==> src/rtl/gfx_plane_shifter_sync_pkg.sv <==
// Shared constants and helpers for the tile bitplane shifter and related
// Cen-edge TTL emulations.
package gfx_plane_shifter_sync_pkg;

    localparam int unsigned DEF_PLANES = 4;
    localparam int unsigned DEF_WIDTH  = 8;

    // What the plane bank does on a given clk cycle.
    typedef enum logic [1:0] {
        ACT_NONE,
        ACT_LOAD,
        ACT_HOLD,
        ACT_SHIFT
    } shift_act_e;

    function automatic int unsigned clog2(input int unsigned v);
        int unsigned r;
        r = 0;
        for (int unsigned i = 0; i < 32; i++) begin
            if ((32'd1 << i) < v) r = i + 1;
        end
        return r;
    endfunction

endpackage

==> src/rtl/cen_fall_det_sync.sv <==
// Detects a falling edge of the pixel clock enable Cen in the clk domain.
module cen_fall_det_sync (
    input  logic clk,
    input  logic VIDEO_RST,
    input  logic Cen,
    output logic ev
);

    logic last_cen;
    logic armed;

    // armed blocks the spurious edge that last_cen=1 out of reset would
    // otherwise create when Cen is already low at release.
    always_ff @(posedge clk) begin
        if (VIDEO_RST) begin
            last_cen <= 1'b1;
            armed    <= 1'b0;
        end else begin
            last_cen <= Cen;
            armed    <= armed | Cen;
        end
    end

    assign ev = armed & last_cen & ~Cen;

endmodule

==> src/rtl/gfx_plane_shifter_sync.sv <==
// Bank of parallel-in/serial-out bitplane shifters turning a tile row-slice
// into one PLANES-bit pixel code per Cen falling edge.
module gfx_plane_shifter_sync
    import gfx_plane_shifter_sync_pkg::*;
#(
    parameter int unsigned PLANES = DEF_PLANES,
    parameter int unsigned WIDTH  = DEF_WIDTH
) (
    input  logic                     clk,
    input  logic                     VIDEO_RST,
    input  logic                     Cen,
    input  logic                     LOAD,
    input  logic                     HOLD,
    input  logic                     FLIP,
    input  logic [PLANES*WIDTH-1:0]  D,
    output logic [PLANES-1:0]        Q,
    output logic                     VALID,
    output logic                     LAST
);

    localparam int unsigned     CW       = clog2(WIDTH + 1);
    localparam logic [CW-1:0]   CNT_FULL = CW'(WIDTH);

    logic           ev;
    shift_act_e     act;
    logic           flip_l;
    logic [CW-1:0]  cnt;

    cen_fall_det_sync u_cen_det (
        .clk       (clk),
        .VIDEO_RST (VIDEO_RST),
        .Cen       (Cen),
        .ev        (ev)
    );

    always_comb begin
        act = ACT_NONE;
        if (ev) begin
            if (LOAD)      act = ACT_LOAD;
            else if (HOLD) act = ACT_HOLD;
            else           act = ACT_SHIFT;
        end
    end

    always_ff @(posedge clk) begin
        if (VIDEO_RST) begin
            flip_l <= 1'b0;
            cnt    <= '0;
        end else begin
            unique case (act)
                ACT_LOAD: begin
                    flip_l <= FLIP;
                    cnt    <= CNT_FULL;
                end
                ACT_SHIFT: begin
                    if (cnt != '0) cnt <= cnt - CW'(1);
                end
                default: ;
            endcase
        end
    end

    for (genvar p = 0; p < PLANES; p++) begin : g_plane
        logic [WIDTH-1:0] sr;

        // Zero fill on the trailing side makes an exhausted slice transparent.
        always_ff @(posedge clk) begin
            if (VIDEO_RST) begin
                sr <= '0;
            end else begin
                unique case (act)
                    ACT_LOAD:  sr <= D[p*WIDTH +: WIDTH];
                    ACT_SHIFT: sr <= flip_l ? {1'b0, sr[WIDTH-1:1]}
                                            : {sr[WIDTH-2:0], 1'b0};
                    default: ;
                endcase
            end
        end

        assign Q[p] = flip_l ? sr[0] : sr[WIDTH-1];
    end

    assign VALID = (cnt != '0);
    assign LAST  = (cnt == CW'(1));

endmodule

==> config.mk <==
export PLATFORM = sky130hd
export DESIGN_NAME = gfx_plane_shifter_sync
export DESIGN_NICKNAME = d
export VERILOG_FILES = /design/src/rtl/gfx_plane_shifter_sync_pkg.sv /design/src/rtl/cen_fall_det_sync.sv /design/src/rtl/gfx_plane_shifter_sync.sv
export SDC_FILE = /design/constraint.sdc
export NUM_CORES = 1
export LEC_CHECK = 0
export CAP_MARGIN = 40
export CORE_MARGIN = 3
export CORE_UTILIZATION = 30
export CTS_CLUSTER_DIAMETER = 40
export CTS_CLUSTER_SIZE = 8
export DETAILED_ROUTE_END_ITERATION = 16
export HOLD_SLACK_MARGIN = 0.1
export SLEW_MARGIN = 15
export SYNTH_ARGS = -nofsm -noshare
export SYNTH_HDL_FRONTEND = slang
export SYNTH_HIERARCHICAL = 1
export SYNTH_SLANG_ARGS = --single-unit
export TNS_END_PERCENT = 5
==> constraint.sdc <==
create_clock -name clk -period 2.1 [get_ports clk]
set_input_delay 0.42 -clock clk [delete_from_list [all_inputs] [get_ports clk]]
set_output_delay 0.42 -clock clk [all_outputs]
set_load 0.01 [all_outputs]
==> metrics.md, run 1 <==
| Metric | Value |
|---|---|
| Placed cell area | `2650 sq um` |
| Remaining global-route overflow | `0` |
| # fillers | `618` |
| Total power | `1.46 mW` |
| Fmax | `497 MHz` |
| Yosys cell types | `30` |
| Chip width | `88.0 um` |
| Syn Nets | `268` |
| RSZ-0062 raised after global routing | `false` |
| Post-synth top area cell | `dfxtp_1` |
| Post-Route WL | `5370 um` |
| Top cells by count, synth | `dfxtp_1, nand2_1, o22ai_1` |
| Placed wire-length estimate | `3740 um` |
| Crit. End Element | `primary output` |
| Hold WC Path Type | `flip-flop to flip-flop` |
| Cell Pwr Density | `534 nW/um^2` |
| Cts hold-fix bufs | `0` |
| Clk buf depth | `2` |
| Die ar. | `7750 sq um` |
| # IOs | `44` |
| Final GP Congestion | `0.762` |
| Max_cap viols | `0` |
| Max-slew violation count | `0` |
| Leakage Power | `0.983 nW` |
| Relative slew slack | `49.4%` |
| Combinational share of power | `13.9%` |
| R2R Path Start | `cnt[1]$_SDFFE_PP0P_` |
| Via count | `1852` |
| Core Region | `6420 sq um` |
| Asr flop ratio synth | `0%` |
| WL/cell | `15.0 um` |
| Drc violations | `0` |
| Design Area, Final | `2740 sq um` |
| Largest net degree at the start of global routing | `25` |
| Synth top area share | `38.7%` |
| Startpoint type of the worst setup path | `flip-flop` |
| Worst-path clk slew | `80 ps` |
| Clock skew | `3.85 ps` |
| Clk sinks | `39` |
| Port Buffers | `43` |
| Die Span Y | `88.0 um` |
| Worst-margin pin slew | `758 ps` |
| Worst Min Path Start | `u_cen_det/armed$_SDFF_PP0_` |
| Net Sw Power | `352 uW` |
| CP Class | `flip-flop to primary output` |
| Final period utilization | `95.8%` |
| Synthesis-stage register bit count | `39` |
| Layout cells sized above 1 | `22.4%` |
| Starting density of the core | `31.4%` |
| Post-Route Utilization | `42.6%` |
| Root buffer cell | `clkbuf_8` |
| Cell area after synthesis | `2020 sq um` |
| Initial antenna violation count | `0` |
| Nets | `321` |
| Detailed Routing Iterations Pass 1 | `4` |
| Yosys warnings | `6` |
| Final ANT Viol Nets | `0` |
| Setup tns final | `0 ps` |
| Post-synth top flop | `dfxtp_1` |
| Clock share of power | `33.6%` |
| Clk_lat worst skew | `280 ps` |
| Final hold violations | `0` |
| Post-route minimum period | `2010 ps` |
| Starting DRT DRC Count | `103` |
| First-pass GRT wire length | `8720 um` |
| Net Sw Frac | `24.1%` |
| Peak supply drop | `200 uV` |
| CP Max Fanout | `4` |
| Cells after Synth | `227` |
| TritonCTS buffer count | `5` |
| ANT cells | `0` |
| Worst path arrival time | `1590 ps` |
| Power share of the sequential group | `52.5%` |
| Total GRT Usage | `14.2%` |
| Status | `completed` |
| Setup Viol. Count Final | `0` |
| Vias per cell | `5.17` |
| Synth area leaders | `dfxtp_1, mux2_2, o22ai_1, nand2_1, mux2i_1` |
| Number of synthesized flops with an enable pin | `0` |
| Crit path launch | `cnt[0]$_SDFFE_PP0P_` |
| Area grow syn2layout | `35.7%` |
| Syn_area_per_cell | `8.89 sq um` |
| Required time at the worst-slack endpoint | `1680 ps` |
| P_int | `1.11 mW` |
| CTS H-tree lvls | `2` |
| # rows | `29` |
| CTS tree | `built` |
| Sequential area share after synthesis | `38.7%` |
| WHS | `474 ps` |
| Vias in the first global route | `1851` |
what timing repair did:
action	4_1_cts	5_1_grt
endpoints found under the setup margin	5	2
setup buffers	0	0
hold endpoints to repair	0	0
pin swaps	0	0
gates resized for setup	3	3
through the flow:
stage | instances | setup slack, ps
floorplan | 227 | 357
global placement | 350 | -71.5
detailed placement | 350 | -76.3
CTS | 358 | 61.3
global route | 358 | 22.4
finish | 358 | 88.3
cells by family after synthesis:
| kind of cell | count (synthesis) | share of synthesized area, % |
|---|---|---|
| simple gates | 62 | 15.1 |
| compound gates | 59 | 17.7 |
| mux | 41 | 22.1 |
| flops | 39 | 38.7 |
| buf+inv | 23 | 4.59 |
| fa+ha+maj | 3 | 1.86 |
metal layers:
layer | wire (um) | vias to the layer above | GRT usage (%)
met2 | 2280 | 50 | 21.2
met5 | 0 | - | 0
li1 | - | 942 | -
met4 | 57 | 0 | 4.12
met1 | 2760 | 852 | 20.3
met3 | 274 | 8 | 3.76
sequential cells by signal (all words and copies together), names as in the netlist:
register / count
g_plane.sr: 32
cnt: 4
u_cen_det/last_cen: 1
flip_l: 1
u_cen_det/armed: 1
cell type report:
class	instances	area [sq um]	area share, %
Inverter	4	15.0	0.548
Clock buffer	7	76.3	2.79
Sequential cell	39	782	28.6
Tap cell	77	96.3	3.52
Timing Repair Buffer	65	609	22.2
Clock inverter	1	5.00	0.183
Multi-Input combinational cell	165	1150	42.2
power groups by stage:
stage | clock (mW) | sequential, mW | combinational (mW)
CTS | 0.511 | 0.767 | 0.204
global route | 0.545 | 0.770 | 0.220
floorplan | 0 | 0.780 | 0.0847
detailed placement | 0 | 0.785 | 0.203
global placement | 0 | 0.784 | 0.204
finish | 0.491 | 0.767 | 0.204
worst paths after layout:
check	cells after the start	slack, ps	end
min reg2reg	1	470	u_cen_det/armed$_SDFF_PP0_
max reg2reg	5	460	cnt[2]$_SDFFE_PP0P_
min	1	470	u_cen_det/armed$_SDFF_PP0_
max	4	90	VALID
layout by cell type (no fill, tap or decap), types with 2 or more instances in the layout:
cell,synthesis,layout
a21oi_1,4,4
a31oi_1,9,9
buf_4,0,21
clkbuf_1,14,2
clkbuf_8,0,5
clkdlybuf4s50_1,0,41
dfxtp_1,39,38
ha_1,3,2
inv_1,4,3
mux2_2,28,28
mux2i_1,13,13
nand2_1,39,39
nand3_1,5,5
nand3b_1,2,2
nor4b_1,2,2
o21ai_0,9,9
o22ai_1,35,35
worst max-delay path: stages, from the launching register on:
cell           delay, ps
dfxtp_1              310
inv_1                100
ha_2                 190
or3b_4               400
dlygate4sd2_1        300
(Power assumes the default switching activity.)
==> inputs of run 2 (changes only) <==
- CTS_CLUSTER_SIZE: 8 -> unset
==> results of run 2 <==
Final layout, timing and power as in run 1 (identical DEF).
==> inputs of run 3 (changes only) <==
- clock period: 2.1 -> 2.14 ns (I/O delays scaled with it)
==> run 3 against run 2 <==
Against the previous run: global-route usage grew 0.38 points; die area unchanged; utilization increased by 0.097 points; clock-buffer cell count down 1; clock power up 32%; design area is 0.23% higher; sequential share of layout area down 0.065 points; flip-flop and latch count did not move; clock skew is 0.67 ps lower; worst setup slack got worse by 9.0 ps; worst hold slack worse by 0.73 ps; critical endpoint unchanged; largest power group unchanged; highest routed layer unchanged.
==> metrics.md, run 3 (synthesis results as in run 1) <==
| Metric | Value |
|---|---|
| Flop-to-flop setup slack | `400 ps` |
| Worst path arrival time | `1630 ps` |
| First-pass GRT wire length | `8890 um` |
| Cts hold-fix bufs | `0` |
| Most frequent cells in the layout | `clkdlybuf4s50_1, nand2_1, dfxtp_1, o22ai_1, mux2_2` |
| Power share of the sequential group | `47.1%` |
| Die Span Y | `88.0 um` |
| # IOs | `44` |
| Nets | `316` |
| Worst-path clk slew | `80 ps` |
| WL/cell | `15.4 um` |
| Post-route insts no fill | `353` |
| Status | `completed` |
| Post-Route WL | `5420 um` |
| Post-route minimum period | `2060 ps` |
| CP Max Fanout | `4` |
| Largest net degree at the start of global routing | `31` |
| R2R Path Start | `cnt[0]$_SDFFE_PP0P_` |
| Setup tns final | `0 ps` |
| ANT cells | `0` |
| Layout cells sized above 1 | `21.0%` |
| Initial antenna violation count | `0` |
| Max-slew violation count | `0` |
| Met3 Use GR | `3.10%` |
| Placed wire-length estimate | `3680 um` |
| Crit path launch | `cnt[0]$_SDFFE_PP0P_` |
| # rows | `29` |
| Starting density of the core | `31.4%` |
| Drc violations | `0` |
| CP Class | `flip-flop to primary output` |
| Hold WC Path Type | `flip-flop to flip-flop` |
| Peak supply drop | `236 uV` |
| Total GRT Usage | `14.6%` |
| Routing usage on met1 | `21.7%` |
| Clk sinks | `39` |
| Port Buffers | `43` |
| Number of instances in the placed design | `345` |
| Vias in the first global route | `1811` |
| Global route hottest layer | `met1` |
| Starting DRT DRC Count | `168` |
| Vias per cell | `5.28` |
| Detailed Routing Iterations Pass 1 | `4` |
| RSZ-0062 raised after global routing | `false` |
| Setup repair bufs after CTS | `0` |
| Commonest non-fill, non-tap cell in the layout | `clkdlybuf4s50_1` |
| Clock share of power | `40.6%` |
| Chip width | `88.0 um` |
| Area grow syn2layout | `36.0%` |
| Clk_lat worst skew | `290 ps` |
| Setup Viol. Count Final | `0` |
| P_int | `1.24 mW` |
| Met2 global-route usage | `20.8%` |
| Net Sw Power | `365 uW` |
| Cell Pwr Density | `583 nW/um^2` |
| CTS tree | `built` |
| Crit. End Element | `primary output` |
| Fmax | `485 MHz` |
| Net Sw Frac | `22.8%` |
| Max_cap viols | `0` |
| Final ANT Viol Nets | `0` |
| Final GP Congestion | `0.764` |
| Reg with most FFs | `g_plane.sr` |
| Clk buf depth | `2` |
| Clock skew | `3.18 ps` |
| Required time at the worst-slack endpoint | `1710 ps` |
| Final period utilization | `96.3%` |
| Root buffer cell | `clkbuf_8` |
| TritonCTS buffer count | `5` |
| Top flop regs | `g_plane.sr (32), cnt (4)` |
| Relative slew slack | `48.0%` |
| Combinational share of power | `12.3%` |
| Number of flip-flops in the largest register | `32` |
| Die ar. | `7750 sq um` |
| Leakage Power | `0.961 nW` |
| Final hold violations | `0` |
| Worst Min Path Start | `u_cen_det/armed$_SDFF_PP0_` |
| Remaining global-route overflow | `0` |
| Core Region | `6420 sq um` |
| CTS H-tree lvls | `2` |
| Via count | `1865` |
| Worst-margin pin slew | `780 ps` |
| Startpoint type of the worst setup path | `flip-flop` |
[run 3: final timing paths]
check	endpoint	cells after the start
setup / recovery	VALID	4
hold reg to reg	u_cen_det/armed$_SDFF_PP0_	1
setup reg to reg	cnt[2]$_SDFFE_PP0P_	5
hold / removal	u_cen_det/armed$_SDFF_PP0_	1
[run 3: cell type report]
type | count | area (sq um)
Clock inverter | 2 | 35.0
Sequential cell | 39 | 782
Clock buffer | 6 | 82.6
Inverter | 4 | 15.0
Multi-Input combinational cell | 165 | 1150
Tap cell | 77 | 96.3
Fill cell | 618 | 3680
Timing Repair Buffer | 60 | 582
[run 3: critical path, stage by stage (launching register included)]
cell	delay, ps
dfxtp_1	340
inv_1	100
ha_1	190
or3b_4	410
dlygate4sd2_1	300
[run 3: power groups by stage]
stage          logic [mW]  clock network, mW  registers, mW
2_1_floorplan      0.0831                  0          0.765
3_3_place_gp        0.197                  0          0.770
3_5_place_dp        0.197                  0          0.770
4_1_cts             0.198              0.667          0.753
5_1_grt             0.215              0.693          0.756
6_report            0.197              0.650          0.753
[run 3: per-layer routing]
metal | part of all wire [%] | wire [um] | vias to the layer above
met5 | 0 | 0 | -
met4 | 1.6 | 86 | 0
met3 | 5.4 | 294 | 9
met2 | 44 | 2400 | 47
met1 | 49 | 2640 | 879
li1 | - | - | 930
[run 3: per-stage QoR]
step | util, % | total power [mW] | setup WS, ps | hold slack (ps) | instance area [sq um]
6_report | 42.7 | 1.60 | 79.3 | 473 | 2750
5_1_grt | 42.7 | 1.66 | 6.45 | 501 | 2750
4_1_cts | 42.7 | 1.62 | 14.8 | 477 | 2740
3_5_place_dp | 40.9 | 0.968 | -41.5 | 457 | 2630
3_3_place_gp | 40.9 | 0.967 | -33.4 | 454 | 2630
2_1_floorplan | - | 0.848 | 389 | 436 | 2020
[run 3: what timing repair did]
action                                  CTS  global route
pin swaps                                 0             0
endpoints found under the hold margin     0             0
resized for setup                         2             1
endpoints found under the setup margin    1             4
